**config.mk**
```make
export PLATFORM = sky130hd
export DESIGN_NAME = alu_op_sequencer
export DESIGN_NICKNAME = d
export VERILOG_FILES = /design/src/rtl/alu_op_sequencer.sv
export SDC_FILE = /design/constraint.sdc
export NUM_CORES = 1
export LEC_CHECK = 0
export ABC_AREA = 1
export BUFFER_PORTS_ARGS = -buffer_cell sky130_fd_sc_hd__buf_2
export CORE_MARGIN = 2
export CORE_UTILIZATION = 35
export CTS_CLUSTER_DIAMETER = 80
export DETAILED_ROUTE_END_ITERATION = 7
export GPL_TIMING_DRIVEN = 0
export PLACE_DENSITY = 0.53
export RECOVER_POWER = 50
export SLEW_MARGIN = 20
export SYNTH_ARGS = -nofsm -noshare
export SYNTH_HDL_FRONTEND = slang
export SYNTH_SLANG_ARGS = --single-unit
```
**constraint.sdc**
```tcl
create_clock -name clk -period 1.7 [get_ports clk]
set_input_delay 0.085 -clock clk [delete_from_list [all_inputs] [get_ports clk]]
set_output_delay 0.085 -clock clk [all_outputs]
set_load 0.02 [all_outputs]
```
**src/rtl/alu_op_sequencer.sv**
```systemverilog
// alu_op_sequencer: buffers ALU commands, drives registered operands onto the ALU pins, waits SETTLE_CYCLES, returns C/V in command order; optional result chaining under `ALU_SEQ_CHAIN_EN
module alu_op_sequencer #(
  parameter int FIFO_DEPTH    = 2,
  parameter int SETTLE_CYCLES = 1
) (
  input  logic       clk,
  input  logic       rst_n,
  input  logic       cmd_valid,
  output logic       cmd_ready,
  input  logic [1:0] cmd_op,
  input  logic [3:0] cmd_a,
  input  logic [3:0] cmd_b,
  input  logic       cmd_chain,
  output logic [3:0] A,
  output logic [3:0] B,
  output logic       Op0,
  output logic       Op1,
  input  logic [3:0] C,
  input  logic       V,
  output logic       rsp_valid,
  input  logic       rsp_ready,
  output logic [3:0] rsp_c,
  output logic       rsp_v,
  output logic       busy
);
  localparam int AW = $clog2(FIFO_DEPTH);
  localparam int CW = $clog2(SETTLE_CYCLES + 1);
`ifdef ALU_SEQ_CHAIN_EN
  localparam int EW = 11;
`else
  localparam int EW = 10;
`endif
  typedef enum logic [1:0] {IDLE, SETTLE, HOLD} state_t;
  state_t        r_state, w_next;
  logic [EW-1:0] r_mem [FIFO_DEPTH];
  logic [EW-1:0] w_wdata, w_head;
  logic [AW-1:0] r_wr, r_rd;
  logic [AW:0]   r_count;
  logic [CW-1:0] r_cnt;
  logic          r_up, w_full, w_empty, w_push, w_pop, w_sample;
  logic [3:0]    w_a_load;
`ifdef ALU_SEQ_CHAIN_EN
  logic [3:0]    r_last;
  assign w_wdata  = {cmd_chain, cmd_op, cmd_a, cmd_b};
  assign w_a_load = w_head[10] ? r_last : w_head[7:4];
`else
  logic          w_unused;
  assign w_unused = cmd_chain;
  assign w_wdata  = {cmd_op, cmd_a, cmd_b};
  assign w_a_load = w_head[7:4];
`endif
  assign w_head    = r_mem[r_rd];
  assign w_full    = r_count == (AW+1)'(FIFO_DEPTH);
  assign w_empty   = r_count == '0;
  // r_up keeps ready low until the first edge out of reset
  assign cmd_ready = r_up && !w_full;
  assign w_push    = cmd_valid && cmd_ready;
  assign busy      = (r_state != IDLE) || !w_empty;
  // next state: pop in IDLE or on a completed response, sample when the settle count expires
  always_comb begin
    w_next   = r_state;
    w_pop    = 1'b0;
    w_sample = 1'b0;
    unique case (r_state)
      IDLE: if (!w_empty) begin
        w_pop  = 1'b1;
        w_next = SETTLE;
      end
      SETTLE: if (r_cnt == CW'(1)) begin
        w_sample = 1'b1;
        w_next   = HOLD;
      end
      HOLD: if (rsp_ready) begin
        w_pop  = !w_empty;
        w_next = w_empty ? IDLE : SETTLE;
      end
      default: w_next = IDLE;
    endcase
  end
  // state register
  always_ff @(posedge clk) begin
    if (!rst_n) r_state <= IDLE;
    else        r_state <= w_next;
  end
  // command storage; contents need no reset because the pointers gate visibility
  always_ff @(posedge clk) begin
    if (w_push) r_mem[r_wr] <= w_wdata;
  end
  // FIFO pointers and occupancy
  always_ff @(posedge clk) begin
    if (!rst_n) begin
      r_wr    <= '0;
      r_rd    <= '0;
      r_count <= '0;
      r_up    <= 1'b0;
    end else begin
      r_up    <= 1'b1;
      r_wr    <= w_push ? r_wr + AW'(1) : r_wr;
      r_rd    <= w_pop ? r_rd + AW'(1) : r_rd;
      r_count <= r_count + (AW+1)'(w_push) - (AW+1)'(w_pop);
    end
  end
  // ALU pin drive, settle counter and response capture
  always_ff @(posedge clk) begin
    if (!rst_n) begin
      A         <= '0;
      B         <= '0;
      Op0       <= 1'b0;
      Op1       <= 1'b0;
      r_cnt     <= '0;
      rsp_valid <= 1'b0;
      rsp_c     <= '0;
      rsp_v     <= 1'b0;
`ifdef ALU_SEQ_CHAIN_EN
      r_last    <= '0;
`endif
    end else begin
      if (w_pop) begin
        A          <= w_a_load;
        B          <= w_head[3:0];
        {Op1, Op0} <= w_head[9:8];
        r_cnt      <= CW'(SETTLE_CYCLES);
      end else if (r_state == SETTLE) begin
        r_cnt <= r_cnt - CW'(1);
      end
      if (w_sample) begin
        rsp_c     <= C;
        rsp_v     <= V;
        rsp_valid <= 1'b1;
      end else if (r_state == HOLD && rsp_ready) begin
        rsp_valid <= 1'b0;
      end
`ifdef ALU_SEQ_CHAIN_EN
      if (w_sample) r_last <= C;
`endif
    end
  end
endmodule

```
==> summary.md <==
| Metric | Value |
|---|---|
| Status | complete, no violations |
| WP depth | 11 |
| CP max stage cell | dfxtp_1 |
| Fillers | 517 |
| Cts bufs inserted | 5 |
| Layout cells sized above 1 | 12.7% |
| Post-synthesis cell count | 197 |
| CP top delay family | flip-flops |
| RSZ-0062 raised after global routing | no |
| Starting Density | 36.6% |
| Worst slew margin | 62.6% |
| VDD IR max | 0.488 mV |
| Endpoints failing setup | 0 |
| N_diodes | 0 |
| Vias | 1315 |
| Clk_lat worst skew | 0.29 ns |
| Capture point of the worst path | r_count[1]$_SDFF_PN0_ |
| CTS root buf | clkbuf_8 |
| Sum Neg Setup Slack | 0 ns |
| Nets | 273 |
| Core Area | 4750 sq um |
| GPL Wtd Cong | 0.721 |
| Post-Route WL | 3.19 mm |
| CP Cell Sequence | inv_2 > nand2_2 > nand3_4 > inv_1 > ha_1 > inv_1 > ha_1 > xor2_1 > nand2_1 > nand2_1 > nor2_1 |
| Max incr delay on CP | 0.41 ns |
| Final instance area | 2170 sq um |
| PwrDens | 1600 nW/um^2 |
| Synth Register Bits | 44 |
| Setup crit end kind | flip-flop |
| TritonCTS clock tree | yes |
| Routed wire per std cell | 10.0 microns |
| Post-Place Cell Area | 2010 sq um |
| Post-detail-place hpwl | 2.22 mm |
| Sequential area share after synthesis | 62.1% |
| P&R area growth vs syn | 24.7% |
| Synth Area in Adders | 1.44% |
| Max Freq | 628 MHz |
| Site Rows | 25 |
| H-tree lvl count | 2 |
| Final Max Slew Viols | 0 |
| Post-synth top area cell | edfxtp_1 |
| Top Ports | 38 |
| Largest family of logic cells by synthesized area | simple AND/OR/NAND/NOR gates |
| Vias in the first global route | 1135 |
| Synthesized net count | 219 |
| All-layer global routing usage | 12.4% |
| Ys Warns | 0 |
| I/O Buffers | 36 |
| Critical path required time | 1.89 ns |
| Post-CTS Setup Inserts | 0 |
| Synth Cell Area | 1740 sq um |
| Final hold vios | 0 |
| Avg Inst Size Synth | 8.84 sq um |
| Final Power | 3490 uW |
| Critical path class | reg -> reg |
| Die height | 74.5 microns |
| Synth Area in XOR/XNOR | 0.503% |
| Crit-path max FO | 6 |
| Synth unique cells | 20 |
| Worst path bufs/invs | 3 |
| Reg2reg end | r_count[1]$_SDFF_PN0_ |
| Vias per cell | 4.12 |
| First DRT Iteration DRCs | 42 |
| Critical Path AT | 1.78 ns |
| Post-layout util | 45.7% |
| Clock Pin Slew Worst Setup and Hold Paths | 0.08 ns |
| Period utilisation layout | 93.7% |
| Wire length of the first global-routing pass | 5.09 mm |
| Synth Area in Simple Gates | 25.7% |
| Yosys top cell area share | 34.5% |
| Final Skew | 0.00689 ns |
| Worst min-delay path class | in -> reg |
| Worst reg2reg startpoint | r_count[1]$_SDFF_PN0_ |
| Mux contribution to synthesized area | 0% |
| Global route overflow | 0 |
| Die Wd | 74.5 microns |
| Static leakage | 0.000994 uW |
| Sink Count | 44 |
| Compound-gate portion of the synthesized area | 2.87% |
| Pre-antenna DRT Iters | 4 |
| Largest net degree at the start of global routing | 14 |
| Post-DRT Antenna Nets | 0 |
| DRC violations left | 0 |
| Max Root-Sink Buffers | 2 |
| Top post-synthesis cells by area | edfxtp_1 34%, dfxtp_1 28%, nand2_1 14%, nor2_1 8.6%, inv_1 5.0% |
| Minimum clock period | 1.59 ns |
| CP startpoint kind | flip-flop |
| Worst Reg2Reg Path Length in Cells | 11 |
| CP startpoint | r_count[1]$_SDFF_PN0_ |
| Max Cap Viol | 0 |
| Worst Tran Pin Value | 0.560 ns |
| Die area | 5560 sq um |
| Initial antenna violation count | 0 |
| R2R setup slack | 0.11 ns |
[worst register-to-register path, stage by stage, from the launching register on]
cell	delay (ns)
dfxtp_1	0.41
inv_2	0.06
nand2_2	0.07
nand3_4	0.10
inv_1	0.10
ha_1	0.22
inv_1	0.05
ha_1	0.15
xor2_1	0.18
nand2_1	0.07
nand2_1	0.06
nor2_1	0.04
[metal layers]
layer  share of wire [%]  global-route usage [%]  up-vias
met5                   0                       0        -
met4                 2.1                    5.95        0
met3                 3.2                    3.66        6
met2                  48                    20.4       19
met1                  47                    14.9      576
li1                    -                       -      714
[worst min path at each step]
stage / start / to / slack, ns / cells past startpoint
after detailed placement: rst_n / r_up$_DFF_P_ / 0.22 / 1
final: C[0] / rsp_c[0]$_SDFFE_PN0P_ / 0.02 / 3
after floorplan: rst_n / r_up$_DFF_P_ / 0.11 / 0
after global routing: C[3] / rsp_c[3]$_SDFFE_PN0P_ / 0.03 / 3
after CTS: C[0] / rsp_c[0]$_SDFFE_PN0P_ / 0.007 / 3
after global placement: rst_n / r_up$_DFF_P_ / 0.21 / 1
[cell usage after synthesis (all sizes together)]
master and count:
dfxtp 24, a21oi 2, inv 24, nand2 65
xor2 1, edfxtp 20, o21a 1, ha 2
nor2 41, a21boi 1, buf 6, nand3 3
nand4 2, o21ai 5
[cells by family (layout without fill, tap and decap cells)]
logic type | count (synthesis) | after routing
AND/OR/NAND/NOR | 111 | 111
adder cells (fa/ha/maj) | 2 | 2
AO/OA/AOI/OAI | 9 | 9
buffers and inverters | 30 | 85
XOR/XNOR | 1 | 1
flip-flops | 44 | 44
[repair_timing]
| action | CTS | global route |
|---|---|---|
| resized for setup | 1 | 3 |
| cloned | 0 | 0 |
| hold buffers | 11 | 0 |
| pin swaps | 0 | 1 |
| endpoints found under the hold margin | 21 | 0 |
| setup endpoints to repair | 10 | 1 |
[registers in the layout, indices dropped and copies added, names as in the netlist]
signal     cells
r_mem         20
A              4
B              4
rsp_c          4
r_count        2
r_state        2
Op0            1
Op1            1
r_cnt          1
r_rd           1
r_up           1
r_wr           1
rsp_v          1
rsp_valid      1
[area by class of cell]
cell class	count	area (sq um)	share of cell area [%]
buffer	6	37.5	1.73
clock buffer	6	72.6	3.34
clock inverter	2	7.51	0.346
inverter	24	90.1	4.15
multi-input combinational	123	534	24.6
sequential	44	1080	49.9
tap	67	83.8	3.86
timing repair buffer	47	263	12.1
[stage by stage]
step,cells,setup slack (ns),hold WS (ns)
after floorplan,197,0.222,0.113
final,319,0.107,0.0157
after detailed placement,300,-0.0479,0.216
after CTS,319,0.0753,0.00698
after global routing,319,0.00439,0.0275
after global placement,300,-0.0460,0.208
[report_power, final]
part / switching, uW / internal [uW]
registers: 119 / 1360
logic: 934 / 464
clock network: 324 / 280
[placed cells by master (no fill, tap or decap), types with 2 or more instances in the layout]
cell type,instances
a21oi_1,2
dfxtp_2,2
clkinv_1,2
nand3_1,2
nor2_1,39
o21ai_0,5
nand4_1,2
dfxtp_1,22
ha_1,2
clkbuf_1,24
inv_1,22
edfxtp_1,20
nand2_1,64
clkbuf_8,5
buf_2,17
dlygate4sd3_1,11
inv_2,2
No activity file was read; power rests on OpenSTA's default activity.
